===== config.mk =====
export PLATFORM = sky130hd
export DESIGN_NAME = chufa_fp32
export DESIGN_NICKNAME = d
export VERILOG_FILES = /design/src/rtl/chufa_fp32.sv
export SDC_FILE = /design/constraint.sdc
export NUM_CORES = 1
export LEC_CHECK = 0
export BUFFER_PORTS_ARGS = -buffer_cell sky130_fd_sc_hd__buf_2
export CORE_UTILIZATION = 43
export DETAILED_ROUTE_END_ITERATION = 8
export GPL_TIMING_DRIVEN = 0
export PLACE_DENSITY = 0.61
export SLEW_MARGIN = 30
export SYNTH_ARGS = -nofsm -noshare
export SYNTH_HDL_FRONTEND = slang
export SYNTH_SLANG_ARGS = --single-unit

===== constraint.sdc =====
create_clock -name clk -period 3.9 [get_ports clk]
set_clock_uncertainty 0.1 [all_clocks]
set_input_delay 0 -clock clk [delete_from_list [all_inputs] [get_ports clk]]
set_output_delay 0 -clock clk [all_outputs]
set_load 0.005 [all_outputs]

===== src/rtl/chufa_fp32.sv =====
// Sequential FP32 divider S = A / B: restoring mantissa division, one quotient bit per clock.
// Define CHUFA_ROUND_EN for round-to-nearest-even; the default build truncates.
module chufa_fp32 #(
    parameter int unsigned QBITS = 26
) (
    input  logic        clk,
    input  logic        rst_n,
    input  logic        in_valid,
    output logic        in_ready,
    input  logic [31:0] A,
    input  logic [31:0] B,
    output logic        out_valid,
    input  logic        out_ready,
    output logic [31:0] S,
    output logic        div_by_zero
);
    localparam int unsigned CW = $clog2(QBITS + 1);

    typedef enum logic [1:0] {ST_IDLE, ST_DIV, ST_NORM, ST_DONE} state_t;

    state_t            r_state;
    logic [CW-1:0]     r_count;
    logic              r_sign;
    logic [7:0]        r_exp_a;
    logic [7:0]        r_exp_b;
    logic [23:0]       r_man_b;
    logic [24:0]       r_rem;
    logic [QBITS-1:0]  r_q;
    logic              r_in_ready;
    logic              r_out_valid;
    logic [31:0]       r_s;
    logic              r_dz;

    logic              w_ge;
    logic [24:0]       w_diff;
    logic signed [9:0] w_e;
    logic [22:0]       w_mant;
    logic              w_guard;
    logic              w_sticky;
    logic [23:0]       w_sum;
    logic [31:0]       w_res;
    logic              w_dz;
    logic              w_za, w_zb, w_ia, w_ib;

    always_comb begin
        w_ge   = (r_rem >= {1'b0, r_man_b});
        w_diff = r_rem - {1'b0, r_man_b};
    end

    // Mantissa/guard positions assume QBITS = 26 (1 integer + 23 fraction + 2 guard).
    always_comb begin
        w_e   = $signed({2'b00, r_exp_a}) - $signed({2'b00, r_exp_b}) + 10'sd127;
        w_sum = '0;
        if (r_q[QBITS-1]) begin
            w_mant   = r_q[QBITS-2 -: 23];
            w_guard  = r_q[1];
            w_sticky = (r_rem != '0) | r_q[0];
        end else begin
            w_mant   = r_q[QBITS-3 -: 23];
            w_guard  = r_q[0];
            w_sticky = (r_rem != '0);
            w_e      = w_e - 10'sd1;
        end
`ifdef CHUFA_ROUND_EN
        if (w_guard && (w_sticky || w_mant[0])) begin
            w_sum  = {1'b0, w_mant} + 24'd1;
            w_mant = w_sum[22:0];
            if (w_sum[23])
                w_e = w_e + 10'sd1;
        end
`endif
        w_za = (r_exp_a == 8'h00);
        w_zb = (r_exp_b == 8'h00);
        w_ia = (r_exp_a == 8'hFF);
        w_ib = (r_exp_b == 8'hFF);
        w_dz = 1'b0;
        if (w_e >= 10'sd255)
            w_res = {r_sign, 8'hFF, 23'h0};
        else if (w_e <= 10'sd0)
            w_res = {r_sign, 31'h0};
        else
            w_res = {r_sign, w_e[7:0], w_mant};
        // Special operands override the arithmetic path, highest priority first.
        if ((w_za && w_zb) || (w_ia && w_ib)) begin
            w_res = 32'h7FC00000;
        end else if (w_ia || w_zb) begin
            w_res = {r_sign, 8'hFF, 23'h0};
            w_dz  = !w_ia && !w_za;
        end else if (w_za || w_ib) begin
            w_res = {r_sign, 31'h0};
        end
    end

`ifndef CHUFA_ROUND_EN
    logic w_unused_rnd;
    assign w_unused_rnd = w_guard | w_sticky | (|w_sum);
`endif

    always_ff @(posedge clk or negedge rst_n) begin
        if (!rst_n) begin
            r_state     <= ST_IDLE;
            r_count     <= '0;
            r_sign      <= 1'b0;
            r_exp_a     <= '0;
            r_exp_b     <= '0;
            r_man_b     <= '0;
            r_rem       <= '0;
            r_q         <= '0;
            r_in_ready  <= 1'b1;
            r_out_valid <= 1'b0;
            r_s         <= '0;
            r_dz        <= 1'b0;
        end else begin
            case (r_state)
                ST_IDLE: begin
                    if (in_valid) begin
                        r_sign     <= A[31] ^ B[31];
                        r_exp_a    <= A[30:23];
                        r_exp_b    <= B[30:23];
                        r_man_b    <= {1'b1, B[22:0]};
                        r_rem      <= {2'b01, A[22:0]};
                        r_q        <= '0;
                        r_count    <= '0;
                        r_in_ready <= 1'b0;
                        r_state    <= ST_DIV;
                    end
                end
                ST_DIV: begin
                    if (w_ge) begin
                        r_rem <= {w_diff[23:0], 1'b0};
                        r_q   <= {r_q[QBITS-2:0], 1'b1};
                    end else begin
                        r_rem <= {r_rem[23:0], 1'b0};
                        r_q   <= {r_q[QBITS-2:0], 1'b0};
                    end
                    r_count <= r_count + 1'b1;
                    if (r_count == CW'(QBITS - 1))
                        r_state <= ST_NORM;
                end
                ST_NORM: begin
                    r_s         <= w_res;
                    r_dz        <= w_dz;
                    r_out_valid <= 1'b1;
                    r_state     <= ST_DONE;
                end
                ST_DONE: begin
                    if (out_ready) begin
                        r_out_valid <= 1'b0;
                        r_in_ready  <= 1'b1;
                        r_state     <= ST_IDLE;
                    end
                end
                default: r_state <= ST_IDLE;
            endcase
        end
    end

    assign in_ready    = r_in_ready;
    assign out_valid   = r_out_valid;
    assign S           = r_s;
    assign div_by_zero = r_dz;
endmodule


After elaboration in Yosys (flattened, before gate mapping):

Index checks and enable logic that the tools add are counted.
Widths: inputs -> output; s select.

* flip-flop bits (word level): 134
* bits in latches: 0
* memory bits (writable): 0
* ROM bits: 0
* input bits: 68
* output and inout port bits: 35
* word-level logic and storage cells: 75
* memories: 0

* add/subtract/negate cells: 5
* $mul: 0
* divide/modulo/power cells: 0
* $lt $le $gt $ge: 3
* equal/unequal tests: 9
* shifts and indexed selects: 0
* muxes and demuxes: 26
* bitwise logic cells: 1
* reductions and logical operators: 19

Operator list (number)
* $mux 31: 4
* $pmux 26 s2: 1
* $mux 25: 2
* $pmux 25 s2: 1
* $mux 32: 1
* $mux 26: 1
* $ge 25x24->1: 1
* $sub 24x24->24: 1
* $mux 23: 1
* $eq 8x8->1 const B: 2
* $logic_not 8->1: 2
* $add 9x8->10 const B: 1
* $ge 10x9->1 const B: 1
* $le 10x1->1 const B: 1
* $mux 10: 1
* $pmux 5 s2: 1
* $sub 10x2->10 const B: 1
* $sub 8x8->9: 1
* $pmux 2 s4: 1
* $mux 1: 6
* $mux 2: 3
* $ne 2x2->1 const B: 3
* $reduce_and 2->1: 3
* $reduce_and 3->1: 2
* 12 further kinds: 21

Logic depth before layout (Yosys ltp):

Gate-level depths: netlist (run 1).

* depth after elaboration: 10
* depth in mapped cells: 17
* gate-level depth less buffers: 15

Worst setup path before layout (run 1):

OpenSTA, ideal clock, no wires.

* kind: register to register
* start point: register r_exp_a[0]
* end point: register r_s[12], in the netlist S[12]
* setup time: 0.144 ns
* arrival: 3.318 ns
* data required time: 3.656 ns
* slack: 0.338 ns
* cell stages (with the launch flop): 18
* buffers on the path: 2
* clock period less this slack: 3.562 ns
* path through: dfrtp_1 inv_1 ha_1 inv_1 fa_1 inv_1 ha_1 xnor3_2 nand2_1 nor2_1 mux2i_2 or3_1 buf_6 a2111oi_4 a211oi_2 nand4_2 buf_6 o22ai_2

* word-level cells in the longest chain between the ends: 10
* elaborated cells on any way between the ends: 18
* classes of those cells: add/sub (3); order compare (2); eq/ne (1); mux (6); reduce/logical (6)

Ends and longest elaborated chain
* start, declared: line 24 `logic [7:0] r_exp_a;`
* start signal, assigned: line 118 `r_exp_a <= A[30:23];`
* $sub 8x8->9: line 52 `w_e = $signed({2'b00, r_exp_a}) - $signed({2'b00, r_exp_b}) + 10'sd127;`
* $add 9x8->10: line 52
* $sub 10x2->10: line 62 `w_e = w_e - 10'sd1;`
* $mux 10: line 54 `if (r_q[QBITS-1]) begin`
* $le 10x1->1: line 79 `else if (w_e <= 10'sd0)`
* $mux 31: line 79
* $mux 31: line 77 `if (w_e >= 10'sd255)`
* $mux 31: line 89 `end else if (w_za || w_ib) begin`
* $mux 31: line 86 `end else if (w_ia || w_zb) begin`
* $mux 32 *: line 84 `if ((w_za && w_zb) || (w_ia && w_ib)) begin`
* end signal, assigned: line 141 `r_s <= w_res;`
* end, declared: line 31 `logic [31:0] r_s;`

Every way passes the cells marked *; elsewhere a longest branch is shown, timed or not.
A chain may end at the register's enable or synchronous reset.

Worst setup path after layout (run 1):

* start point: register r_exp_a[0]
* end point: register r_s[2], in the netlist S[2]

The elaborated chain is that of the path after synthesis.

==> metrics, run 1 <==
status=finished, violations left; failing checks=DRC; most common cell after layout, fill and taps aside=dfrtp_1; Main synth FF type=dfrtp_1; required time worst endpoint=4100 ps; Area growth, synth to finish=28.4%; setup slack after layout=80.2 ps; I/O pin cnt=103; Crit Path Max Fanout=6; Pre-antenna DRT Iters=7; Post-synth EDFFs=0; Clock Sinks=about 130; Comb pwr share=65.8%; CTS tree=done; sequential fraction of the synthesis area=41.8%; filler cell count=1600; register share of total power=between 20% and 30%; # DRC=14; Reg-to-Reg Start=r_exp_a[0]$_DFFE_PN0P_; ant diodes=0; share of the synthesized area in the top cell type=41.5%; H-tree levels=4; first-pass GRT wire length=approximately 34000 um; R2R setup slack=80 ps; PortBufs=just over 100; post-DR vias/cell=~5.4; Worst-Skew Late Latency=between 400 and 500 ps; Initial Util=44.2%; Hold Fails Final Rpt=0; register clock-pin slew on the reported worst setup and hold paths=60 ps; cell count after synthesis=785; Nets=1092; top area cells in the synthesized netlist=dfrtp_1 (42%), ha_1 (6.2%), mux2_2 (5.8%), a22o_1 (3.5%), inv_1 (3.4%); number of instances in the placed design=approximately 1100; pin count of the biggest net entering global routing=between 80 and 90; total grt overflow=0; switch share=approximately 46%; core box area=about 0.018 mm^2; Final GP Congestion=0.894; Pwr Total=between 10 and 15 mW; CP startpoint=r_exp_a[0]$_DFFE_PN0P_; Setup WS pre-CTS=9.95 ps; Avg Inst Size Synth=slightly above 10 um^2; initial antenna violation count=0; CP Capture Type=flip-flop; critical path class=reg -> reg; Post-Layout Cell Count=about 1200; commonest cells after routing, fill and taps aside=dfrtp_1 (133), buf_2 (102), inv_1 (70); Power Dens Cells=around 1100 mW/mm^2; vias in the first global route=6633; Slew @ Worst Pin=729 ps; cell taking the most area after synthesis=dfrtp_1; crit path time final=around 3800 ps; hold slack=approximately 33 ps; CTS Buf Count=17; area of the mapped netlist=0.00802 mm^2; DR WL/cell=~17 um; synth warn=0; die width=139 um; ys async rst share=100%; Max Root-Sink Buffers=2; Slew HR=between 50 and 60%; die height=139 um; Initial DRC Count=359; dpl hpwl=14000 um; die area=0.0192 mm^2; row count=49; antenna-violating nets left=0; aggregate global-route resource usage=22.0%; Distinct cells, synth=79; period utilization=approximately 98%; synthesized flop and latch total=about 130; Vias=6579; Pint=5.97 mW; Worst Setup Start Kind=flip-flop; root buf cell=clkbuf_16; final setup vio count=0; part of the power in the clock network=between 10% and 20%; P_sw=roughly 5.2 mW; RR Endpoint=S[2]$_DFFE_PN0P_; LEAKAGE=4.62 nW; max frequency=262 MHz; CP endpoint=S[2]$_DFFE_PN0P_; Max VDD drop=0.563 mV; routed wire length=a little over 20000 um; critical path arrival=4010 ps; max_cap viols=0; R2R depth=16; syn nets=895; Hold WC Path Type=in -> async; Slew Limit Fails=0; share of post-route cells with drive strength above 1=25.4%
==> area by class of cell <==
type / instances / area [um^2] / area share [%]
Inverter: 72 / 270 / 2.63
Timing Repair Buffer: 179 / 1340 / 13.0
Clock inverter: 11 / 91.3 / 0.887
Multi-Input combinational cell: 546 / 4340 / 42.1
Buffer: 32 / 154 / 1.49
Clock buffer: 21 / 460 / 4.47
Tap cell: 229 / 287 / 2.78
Sequential cell: 134 / 3350 / 32.6
==> per-stage QoR <==
step	instance area, um^2	TNS, ps	util [%]
4_1_cts	10100	0	55.6
5_1_grt	10300	-1430	56.7
3_3_place_gp	8810	-45.0	48.6
2_1_floorplan	8020	0	-
3_5_place_dp	8850	0	48.8
6_report	10300	0	56.7
==> routing by layer <==
layer	track usage [%]	share of wire, %
met1	28.7	46
met2	36.4	48
met3	4.42	3.5
met4	7.87	2.2
met5	0	0
==> how the worst min path moves through the flow <==
stage / from / to / depth (start not counted)
finish: rst_n / in_ready$_DFFE_PN1P_ / 2
global route: rst_n / in_ready$_DFFE_PN1P_ / 2
CTS: rst_n / in_ready$_DFFE_PN1P_ / 2
detailed placement: rst_n / S[27]$_DFFE_PN0P_ / 1
global placement: B[10] / r_man_b[10]$_DFFE_PN0P_ / 2
floorplan: rst_n / S[0]$_DFFE_PN0P_ / 0
==> synthesized netlist by cell type, types with 3 or more instances <==
| cell type | instances |
|---|---|
| o31ai_1 | 6 |
| mux2i_1 | 27 |
| nor2_1 | 43 |
| buf_1 | 8 |
| a21oi_2 | 3 |
| o21a_1 | 8 |
| a31oi_1 | 9 |
| nor3_1 | 11 |
| a22o_1 | 32 |
| nand4_1 | 10 |
| inv_1 | 72 |
| a22oi_1 | 14 |
| nand2_1 | 38 |
| and3_1 | 5 |
| a211oi_1 | 3 |
| ha_1 | 40 |
| xor2_1 | 13 |
| buf_6 | 3 |
| xnor2_1 | 19 |
| o21ai_0 | 50 |
| o21bai_1 | 4 |
| clkbuf_1 | 20 |
| o22ai_1 | 5 |
| a21o_1 | 11 |
| dfrtp_1 | 133 |
| nor2b_1 | 5 |
| nand3_1 | 14 |
| or4_1 | 5 |
| mux2_2 | 41 |
| a21oi_1 | 42 |
| o22ai_2 | 20 |
| nand2b_1 | 5 |
| nor4_1 | 6 |
==> critical path, cell delays in order (launching register included) <==
cell	delay, ps
dfrtp_1	410
inv_1	70
ha_2	190
inv_2	40
fa_1	540
inv_2	70
ha_4	160
xnor3_2	260
nand2_2	90
nor2_4	130
mux2i_4	120
or3_4	460
a2111oi_4	410
a211oi_2	160
nand4_4	210
clkbuf_16	200
o22ai_2	70
==> sequential cells by signal, summed over array words and instances (netlist names) <==
name	count
r_state	2
in_ready	1
out_valid	1
r_q	26
r_exp_b	8
r_count	5
div_by_zero	1
S	32
r_sign	1
r_man_b	24
r_exp_a	8
r_rem	25
==> logic make-up (layout without fill, tap and decap cells) <==
group / count (synthesis) / after routing / share of synthesized area, %
xor gates and xnor gates: 35 / 35 / 4.34
DFF: 134 / 134 / 41.8
muxes: 69 / 69 / 9.30
AOI/OAI and AO/OA: 237 / 237 / 21.9
buffers and inverters: 105 / 315 / 5.34
adders and majority gates: 43 / 43 / 6.87
and+or+nand+nor: 162 / 162 / 10.4
==> repair_timing <==
item                                   CTS  global route
endpoints found under the hold margin  199             0
setup endpoints to repair                5            39
gates resized for setup                  1            22
gates cloned                             0             2
hold buffers                            67             0
buffers inserted                         0             7
pin swaps                                1            12
==> power by group through the flow <==
stage          Sequential (mW)  Clock (mW)  Combinational [mW]
5_1_grt                   2.35        1.61                8.05
6_report                  2.28        1.52                7.32
3_3_place_gp              2.27           0                6.59
2_1_floorplan             2.19           0                5.28
3_5_place_dp              2.29           0                6.60
4_1_cts                   2.27        1.56                6.71
Power figures use the tool's default switching activity.
==> run 2: changes to the inputs <==
--- a/config.mk
+++ b/config.mk
@@ -5,6 +5,7 @@
 export SDC_FILE = /design/constraint.sdc
 export NUM_CORES = 1
 export LEC_CHECK = 0
+export ABC_AREA = 1
 export BUFFER_PORTS_ARGS = -buffer_cell sky130_fd_sc_hd__buf_2
 export CORE_UTILIZATION = 43
 export DETAILED_ROUTE_END_ITERATION = 8
==> metrics, run 2 <==
status=complete, no violations; initial antenna violation count=0; max reg flops=32; Final GP Congestion=0.887; die width=140 um; required time worst endpoint=4160 ps; Crit path buffers/inverters=6; max frequency=305 MHz; Synth top cells by count=nand2_1 (297), dfrtp_1 (133), inv_1 (123), o21ai_0 (75), a21oi_1 (66); period utilization=a little over four fifths; Distinct cells, synth=42; core box area=0.0187 mm^2; setup slack after layout=620 ps; count leader, synth=nand2_1; RSZ-0062 raised after global routing=false; Worst-Skew Late Latency=430 ps; Main synth FF type=dfrtp_1; # DRC=0; H-tree levels=4; die area=roughly 0.020 mm^2; Max stage delay on crit path=around 480 ps; Avg Inst Size Synth=7.64 um^2; Reg-to-Reg Start=r_exp_a[0]$_DFFE_PN0P_; number of instances in the placed design=1413; root buf cell=clkbuf_16; setup tns final=0 ps; aggregate global-route resource usage=23.6%; slowest CP cell=fa_1; cell count after synthesis=1076; CP Capture Type=flip-flop; antenna-violating nets left=0; crit path time final=~3300 ps; Post CTS Setup Buffer Count=0; CTS tree=done; total grt overflow=0; row count=50; Hold WC Path Type=in -> async; crit-path cells=inv_1 > ha_1 > inv_1 > fa_1 > inv_1 > ha_1 > nand2_1 > nor2_1 > nand3_1 > inv_1 > nand2_1 > nor2_2 > nand3_2 > nand2_1 > inv_2 > nand3_4 > nand4_4 > buf_6 > o21ai_2; met3 wire len=694 um; Worst Setup Start Kind=flip-flop; WL met2=10600 um; synth warn=0; Post-Layout Cell Count=1512; Setup WS pre-CTS=606 ps; Initial DRC Count=about 380; vias in the first global route=7671; Initial Util=44.0%; critical path arrival=roughly 3500 ps; register clock-pin slew on the reported worst setup and hold paths=60 ps; Clock Sinks=134; ant diodes=0; post-DR vias/cell=between 5 and 6; Post-synth EDFFs=0; area of the mapped netlist=between 0.008 and 0.009 mm^2; routed wire length=21800 um; ys async rst share=100%; pin count of the biggest net entering global routing=70; cell taking the most area after synthesis=dfrtp_1; Slew HR=48.3%; Crit Path Max Fanout=10; Slew Limit Fails=0; Area growth, synth to finish=25.2%; Hold Fails Final Rpt=0; die height=140 um; max_cap viols=0; top area cells in the synthesized netlist=dfrtp_1 (40%), nand2_1 (14%), ha_1 (6.1%), inv_1 (5.6%), o21ai_0 (4.6%); most common cell after layout, fill and taps aside=nand2_1; PortBufs=102; final setup vio count=0; CP startpoint=r_exp_a[0]$_DFFE_PN0P_; first-pass GRT wire length=37000 um; post_cts resized=0; synthesized flop and latch total=134; CTS Buf Count=17; DR WL/cell=14.4 um; Vias=7761; I/O pin cnt=103; CP most frequent cell=inv_1; Finished Core Util=between 50% and 60%; top routing layer used=met4; share of post-route cells with drive strength above 1=15.0%; critical path class=reg -> reg; cts hold-fix bufs=67; sequential fraction of the synthesis area=40.8%; Max Root-Sink Buffers=2; dpl hpwl=roughly 16000 um; Slew @ Worst Pin=770 ps; syn nets=1186; share of the synthesized area in the top cell type=40.5%; M1 WL=10200 um; critical path's top delay family=simple AND/OR/NAND/NOR gates; Nets=1375; commonest cells after routing, fill and taps aside=nand2_1 (297), dfrtp_1 (133), inv_1 (123); Pre-antenna DRT Iters=5
-- run 2: area by class of cell --
cell class                 count  area [um^2]
timing repair buffer         170         1220
inverter                     134          503
multi-input combinational    771         4210
tap                          234          293
buffer                        37          161
sequential                   134         3350
clock buffer                  19          443
clock inverter                13          121
fill                        1815         8410
-- run 2: worst paths after layout --
kind                       slack (ps)                      to  cells past startpoint
min in group clk                  210  r_exp_a[3]$_DFFE_PN0P_                      4
max reg2reg                       620        S[6]$_DFFE_PN0P_                     19
max                               620        S[6]$_DFFE_PN0P_                     19
max in group asynchronous        2950    in_ready$_DFFE_PN1P_                      3
min                                 2       S[29]$_DFFE_PN0P_                      2
min reg2reg                       380        S[1]$_DFFE_PN0P_                      2
-- run 2: routing by layer --
layer | track usage (%) | up-vias
met3 | 4.00 | 26
met2 | 39.9 | 125
met1 | 30.9 | 3660
li1 | - | 3950
met5 | 0 | -
met4 | 7.17 | 0
-- run 2: per-stage QoR --
step	hold slack [ps]	area, um^2
5_1_grt	70.6	10300
6_report	2.10	10300
3_5_place_dp	-105	9060
2_1_floorplan	-396	8220
4_1_cts	45.7	10300
3_3_place_gp	98.2	9030
-- run 2: logic make-up (layout without fill, tap and decap cells) --
| logic type | count (synthesis) | after routing | synth area share [%] |
|---|---|---|---|
| AND/OR/NAND/NOR | 458 | 458 | 23.7 |
| AO/OA/AOI/OAI | 248 | 248 | 18.3 |
| buffers and inverters | 171 | 373 | 8.08 |
| flip-flops | 134 | 134 | 40.8 |
| adder cells (fa/ha/maj) | 42 | 42 | 6.57 |
| XOR/XNOR | 22 | 22 | 2.34 |
| multiplexers | 1 | 1 | 0.137 |
Power of run 2 is left out: the tool's default activity adds up to more than one toggle a clock period on the data nets, which glitch-free logic cannot reach.
